===== src/rtl/alu_bist_if.sv =====
// ALU operand/result bus between the self-test driver (master) and the ALU (slave).
interface alu_bist_if #(
  parameter int WIDTH = 32
);
  logic [WIDTH-1:0] alu_a;
  logic [WIDTH-1:0] alu_b;
  logic [2:0]       alu_op;
  logic [WIDTH-1:0] alu_z;
  logic             alu_ex;

  modport master (
    output alu_a,
    output alu_b,
    output alu_op,
    input  alu_z,
    input  alu_ex
  );

  modport slave (
    input  alu_a,
    input  alu_b,
    input  alu_op,
    output alu_z,
    output alu_ex
  );
endinterface


===== src/rtl/alu_bist.sv =====
// Built-in self-test driver for the ALU: LFSR operand pairs are applied for each op code
// and the ALU's result and zero flag are checked against an internal golden model.
module alu_bist #(
  parameter int          WIDTH    = 32,
  parameter int          NUM_VECS = 10,
  parameter logic [31:0] SEED     = 32'h0000_0001
) (
  input  logic             clk,
  input  logic             reset,
  input  logic             start,
  input  logic             stop_on_fail,
  alu_bist_if.master       alu,
  output logic             busy,
  output logic             done,
  output logic             pass,
  output logic [15:0]      fail_count,
  output logic [WIDTH-1:0] fail_a,
  output logic [WIDTH-1:0] fail_b,
  output logic [2:0]       fail_op,
  output logic [WIDTH-1:0] fail_z
);

  localparam logic [1:0]  S_IDLE   = 2'd0;
  localparam logic [1:0]  S_DRIVE  = 2'd1;
  localparam logic [1:0]  S_SAMPLE = 2'd2;
  localparam logic [1:0]  S_DONE   = 2'd3;

  // An all-zero LFSR would lock up, so a zero seed is promoted to 1.
  localparam logic [31:0] SEED_NZ  = (SEED == 32'd0) ? 32'd1 : SEED;
  localparam logic [15:0] VEC_LAST = 16'(NUM_VECS - 1);

  function automatic logic [31:0] lfsr_step(input logic [31:0] l);
    logic fb;
    fb = l[31] ^ l[21] ^ l[1] ^ l[0];
    return {l[30:0], fb};
  endfunction

  function automatic logic [2:0] op_code(input logic [1:0] idx);
    case (idx)
      2'd0:    return 3'b000;
      2'd1:    return 3'b001;
      2'd2:    return 3'b010;
      default: return 3'b110;
    endcase
  endfunction

  // Reference ALU; ADD/SUB wrap modulo 2^WIDTH.
  function automatic logic [WIDTH-1:0] golden(input logic [WIDTH-1:0] a,
                                               input logic [WIDTH-1:0] b,
                                               input logic [2:0]       op);
    case (op)
      3'b000:  return a & b;
      3'b001:  return a | b;
      3'b010:  return a + b;
      3'b110:  return a - b;
      default: return '0;
    endcase
  endfunction

  function automatic logic [15:0] sat_inc(input logic [15:0] cnt);
    return (cnt == 16'hFFFF) ? cnt : cnt + 16'd1;
  endfunction

  logic [1:0]       state;
  logic [31:0]      lfsr;
  logic [15:0]      vec;
  logic [1:0]       op_idx;
  logic [WIDTH-1:0] exp_z;

  logic [31:0]      lfsr_n1;
  logic [31:0]      lfsr_n2;
  logic [2:0]       cur_op;
  logic             mismatch;
  logic             last_vec;
  logic [15:0]      fail_count_nxt;

  always_comb begin
    lfsr_n1        = lfsr_step(lfsr);
    lfsr_n2        = lfsr_step(lfsr_n1);
    cur_op         = op_code(op_idx);
    mismatch       = (alu.alu_z != exp_z) || (alu.alu_ex != (exp_z == '0));
    last_vec       = (op_idx == 2'd3) && (vec == VEC_LAST);
    fail_count_nxt = mismatch ? sat_inc(fail_count) : fail_count;
  end

  always_ff @(posedge clk or posedge reset) begin
    if (reset) begin
      state      <= S_IDLE;
      lfsr       <= SEED_NZ;
      vec        <= '0;
      op_idx     <= '0;
      exp_z      <= '0;
      alu.alu_a  <= '0;
      alu.alu_b  <= '0;
      alu.alu_op <= 3'b000;
      busy       <= 1'b0;
      done       <= 1'b0;
      pass       <= 1'b0;
      fail_count <= '0;
      fail_a     <= '0;
      fail_b     <= '0;
      fail_op    <= '0;
      fail_z     <= '0;
    end else begin
      case (state)
        S_IDLE, S_DONE: begin
          if (start) begin
            lfsr       <= SEED_NZ;
            vec        <= '0;
            op_idx     <= '0;
            fail_count <= '0;
            fail_a     <= '0;
            fail_b     <= '0;
            fail_op    <= '0;
            fail_z     <= '0;
            done       <= 1'b0;
            pass       <= 1'b0;
            busy       <= 1'b1;
            state      <= S_DRIVE;
          end
        end

        // Operands are two consecutive LFSR states; the LFSR then advances past both.
        S_DRIVE: begin
          alu.alu_a  <= WIDTH'(lfsr);
          alu.alu_b  <= WIDTH'(lfsr_n1);
          alu.alu_op <= cur_op;
          exp_z      <= golden(WIDTH'(lfsr), WIDTH'(lfsr_n1), cur_op);
          lfsr       <= lfsr_n2;
          state      <= S_SAMPLE;
        end

        // fail_count is still zero only before the first mismatch of the run.
        S_SAMPLE: begin
          fail_count <= fail_count_nxt;
          if (mismatch && (fail_count == 16'd0)) begin
            fail_a  <= alu.alu_a;
            fail_b  <= alu.alu_b;
            fail_op <= alu.alu_op;
            fail_z  <= alu.alu_z;
          end
          if (last_vec || (mismatch && stop_on_fail)) begin
            busy  <= 1'b0;
            done  <= 1'b1;
            pass  <= (fail_count_nxt == 16'd0);
            state <= S_DONE;
          end else begin
            if (vec == VEC_LAST) begin
              vec    <= '0;
              op_idx <= op_idx + 2'd1;
            end else begin
              vec <= vec + 16'd1;
            end
            state <= S_DRIVE;
          end
        end

        default: state <= S_IDLE;
      endcase
    end
  end

endmodule


===== src/flat_wrapper.sv =====
// flat-port wrapper written by rule: the top's interface ports become plain ports
module alu_bist_flat 
#(
  parameter int          WIDTH    = 32,
  parameter int          NUM_VECS = 10,
  parameter logic [31:0] SEED     = 32'h0000_0001
)
  (clk, reset, start, stop_on_fail, busy, done, pass, fail_count, fail_a, fail_b, fail_op, fail_z, alu_alu_a, alu_alu_b, alu_alu_op, alu_alu_z, alu_alu_ex);
  alu_bist_if #(.WIDTH(WIDTH)) alu_i ();
  input  logic clk;
  input  logic reset;
  input  logic start;
  input  logic stop_on_fail;
  output logic busy;
  output logic done;
  output logic pass;
  output logic [15:0] fail_count;
  output logic [WIDTH-1:0] fail_a;
  output logic [WIDTH-1:0] fail_b;
  output logic [2:0] fail_op;
  output logic [WIDTH-1:0] fail_z;
  output wire logic [$bits(alu_i.alu_a)-1:0] alu_alu_a;
  output wire logic [$bits(alu_i.alu_b)-1:0] alu_alu_b;
  output wire logic [$bits(alu_i.alu_op)-1:0] alu_alu_op;
  input wire logic [$bits(alu_i.alu_z)-1:0] alu_alu_z;
  input wire logic [$bits(alu_i.alu_ex)-1:0] alu_alu_ex;
  assign alu_alu_a = alu_i.alu_a;
  assign alu_alu_b = alu_i.alu_b;
  assign alu_alu_op = alu_i.alu_op;
  assign alu_i.alu_z = alu_alu_z;
  assign alu_i.alu_ex = alu_alu_ex;
  alu_bist #(.WIDTH(WIDTH), .NUM_VECS(NUM_VECS), .SEED(SEED)) u_core (.clk(clk), .reset(reset), .start(start), .stop_on_fail(stop_on_fail), .alu(alu_i), .busy(busy), .done(done), .pass(pass), .fail_count(fail_count), .fail_a(fail_a), .fail_b(fail_b), .fail_op(fail_op), .fail_z(fail_z));
endmodule

===== config.mk =====
export PLATFORM = sky130hd
export DESIGN_NAME = alu_bist_flat
export DESIGN_NICKNAME = d
export VERILOG_FILES = /design/src/rtl/alu_bist_if.sv /design/src/rtl/alu_bist.sv /design/src/flat_wrapper.sv
export SDC_FILE = /design/constraint.sdc
export NUM_CORES = 1
export LEC_CHECK = 0
export ABC_AREA = 1
export BUFFER_PORTS_ARGS = -buffer_cell sky130_fd_sc_hd__buf_4
export CORE_UTILIZATION = 50
export DETAILED_ROUTE_END_ITERATION = 8
export PLACE_DENSITY = 0.81
export SLEW_MARGIN = 0
export SYNTH_ARGS = -nofsm -noshare
export SYNTH_HDL_FRONTEND = slang
export SYNTH_SLANG_ARGS = --single-unit
export TNS_END_PERCENT = 5

===== constraint.sdc =====
create_clock -name clk -period 7.73 [get_ports clk]
set_input_delay 1.1595 -clock clk [delete_from_list [all_inputs] [get_ports clk]]
set_output_delay 1.1595 -clock clk [all_outputs]
set_load 0.01 [all_outputs]

==> impl_metrics.ini <==
[routing]
ant_nets = 0
drt_iter0_markers = 1120
wl_um = 40800
vias = 13200
wl_per_cell_um = 17.0
post_drt_via_cell_ratio = 5.50
drtPass1Iterations = 6
drcViolationCount = 0

[logic_synthesis]
synthArstFlopShare_pct = 100
syn_nets = 2024
postSynthCellCount = 1940
yosys.area.top_type = dfrtp_1
syn_area_per_cell_um2 = 7.05
synth_top_family_by_area = simple AND/OR/NAND/NOR gates
synthFlopType = dfrtp_1
yosysMostFrequentCell = nand2_1
synth-edff-count = 0
synthSimpleGateAreaFrac_pct = 27.4
netlist_top_cells_area = dfrtp_1 38%, nand2_1 14%, inv_1 6.7%
synth_seq_area_share_pct = 37.9
synth_compound_area_share_pct = 13.8
synthTopCellsByCount = 517 x nand2_1, 243 x inv_1, 206 x dfrtp_1
ys_ff_latch = 207
synth-xor-area-share_pct = 3.27
synth_warnings = 0
synth_top_area_share_pct = 37.7
muxShareOfSynthArea_pct = 0
yosysUniqueCellTypes = 49
synthAdderAreaFrac_pct = 4.36
syn_area_um2 = 13700

[clock_tree]
holdBufCountCts = 0
clk_pin_slew_ns = 0.06
cts_buffers = 24
cts_setup_buffers = 0
h-tree-depth = 1
cts_sinks = 207
cts.path.max_buffers = 3
worstSkewPairLatency_ns = 0.52
ctsResizeCount = 0
cts_tree = done
root_buffer = clkbuf_16

[placed_design]
dp_hpwl_um = 29600
gp_congestion = 1.03
placed_area_um2 = 15000
io_buffers = 221
dp_cells = 2367

[setup_path]
slowest_delay_ns = 0.52
cp-start-kind = flop
end_kind = flop
cp_cell_sequence = xnor2_1 > xor2_1 > inv_1 > ha_1 > nand2_1 > nor2_1 > nand2_1 > nor2_2 > nand3_2 > o21ai_2 > o21ai_0 > xnor2_1 > ha_1 > nand2_1 > nor2_1 > inv_1 > nor3_1 > nand3_1 > nand4_1 > nand2_1 > o21bai_1 > nand2_1 > o21ai_0
critical_path_arrival_ns = 4.87
crit_type = flop to flop
rr_worst_depth = 23
cpMostUsedCell = nand2_1
critPathSlowestCell = dfrtp_1
worstPathRequired_ns = 8.16
cp_max_fo = 9

[power]
p_per_area_nw_per_um2 = 276
p_total_uw = 4350
ir_worst_vdd_mv = 0.175
cellLeakagePower_uw = 0.00810

[global_route]
grt_pass1_vias = 12400
antenna_found_initial = 0
track_usage_pct = 28.7
grt_pass1_wl_um = 65100
overflow = 0
grt_max_degree = 138

[timing]
report.final.setup_viol = 0
timing.fmax_ghz = 0.225
tns_ns = 0
finalHoldViolCount = 0
fin_crit_sh_pct = 57.4
tightest_slew_ns = 1.06
skew_ns = 0.0104
rsz0062_at_grt = no
final_max_slew_viol_count = 0
finalCriticalPeriod_ns = 4.44
slew_headroom_pct = 29.3

[min_path]
holdCritPathClass = flop to flop
hold_depth = 2

[finish]
diodes = 0
final_cell_area_um2 = 15700
finish.utilization_pct = 58.6
syn_to_final_growth_pct = 15.2
fin_cells = 2408
fillers = 2509
nNetsFinal = 2136
drive_gt1_share_pct = 15.0

[die]
core_um2 = 26900
start_util_pct = 50.9
die_h_um = 167
io-pin-count = 222
die_area_um2 = 28000
num_rows = 60
die_w_um = 167

[job]
max_cap_violations = 0

[run_status]
status = complete, no violations
state kept, by name (all words and copies together) (netlist names):
| register | count |
|---|---|
| u_core.exp_z | 32 |
| u_core.fail_z | 32 |
| u_core.lfsr | 32 |
| u_core.alu.alu_b | 31 |
| u_core.fail_b | 31 |
| u_core.fail_count | 16 |
| u_core.vec | 16 |
| u_core.alu.alu_op | 3 |
| u_core.fail_op | 3 |
| u_core.alu.alu_a | 2 |
| u_core.fail_a | 2 |
| u_core.op_idx | 2 |
| u_core.state | 2 |
| u_core.busy | 1 |
| u_core.done | 1 |
| u_core.pass | 1 |
report_power, final:
group          total, uW  leakage (uW)  internal (uW)  switching, uW
Clock               1090      0.000367            636            457
Combinational       1860       0.00488            572           1290
Sequential          1400       0.00285           1240            158
Total               4350       0.00810           2450           1910
final cells by class:
type	instances	area [um2]	share of cell area, %
clock inverter	5	31.3	0.199
timing repair buffer	230	1730	11.0
inverter	257	972	6.17
multi-input combinational	1332	6690	42.5
tap	341	427	2.71
clock buffer	36	717	4.55
sequential	207	5180	32.9
through the flow:
step | worst slack, ns | hold WS, ns
final | 3.29 | 0.499
after global routing | 2.85 | 0.518
after CTS | 3.34 | 0.494
after detailed placement | 3.28 | 0.479
after global placement | 3.36 | 0.470
after floorplan | 0.920 | 0.463
worst max-delay path: cells and delay by family, from the launching register on:
family	cells	cell delay [ns]
flops	1	0.52
simple gates	12	1.48
fa+ha+maj	2	0.71
xor+xnor	3	0.77
buf+inv	2	0.16
compound gates	4	0.72
placed cells by master (no fill, tap or decap), types with 6 or more instances in the layout:
cell type,netlist,final
a31oi_1,8,8
nor3_1,30,30
o21bai_1,7,7
dfrtp_1,206,206
o22ai_1,42,42
or2_2,8,8
xor2_1,39,39
nand2_1,517,517
o21ai_1,55,54
inv_2,9,9
o21ai_0,120,120
clkbuf_16,0,25
nor4_1,10,10
o211ai_1,6,6
o21ai_2,6,6
inv_1,243,242
ha_1,46,44
buf_4,67,230
clkbuf_1,55,6
nor2_1,141,140
nand4_1,12,12
a21oi_1,76,76
nand3_1,160,160
xnor2_1,12,12
nor2_2,6,7
worst paths after layout:
path | from | endpoint | slack, ns
worst max-delay path | u_core.lfsr[21] | u_core.exp_z[25] | 3.29
min in group asynchronous | reset | u_core.fail_count[10] | 0.83
worst min register to register | u_core.busy | u_core.busy | 0.50
worst max register to register | u_core.lfsr[21] | u_core.exp_z[25] | 3.29
max in group asynchronous | reset | u_core.fail_count[12] | 5.29
worst min-delay path | u_core.busy | u_core.busy | 0.50
metal layers:
layer | global-route usage [%] | share of wire (%) | vias up
met5 | 0 | 0 | -
met4 | 9.49 | 3.3 | 0
met3 | 3.24 | 5.5 | 91
met2 | 50.0 | 49 | 458
met1 | 37.1 | 42 | 6271
li1 | - | - | 6423
logic make-up (layout without fill, tap and decap cells):
kind of cell | count (synthesis) | count (layout)
adders and majority gates | 47 | 47
DFF | 207 | 207
and+or+nand+nor | 895 | 895
AOI/OAI and AO/OA | 339 | 339
xor gates and xnor gates | 51 | 51
buffers and inverters | 401 | 528
Note: power is estimated with default switching activity, not from simulation.
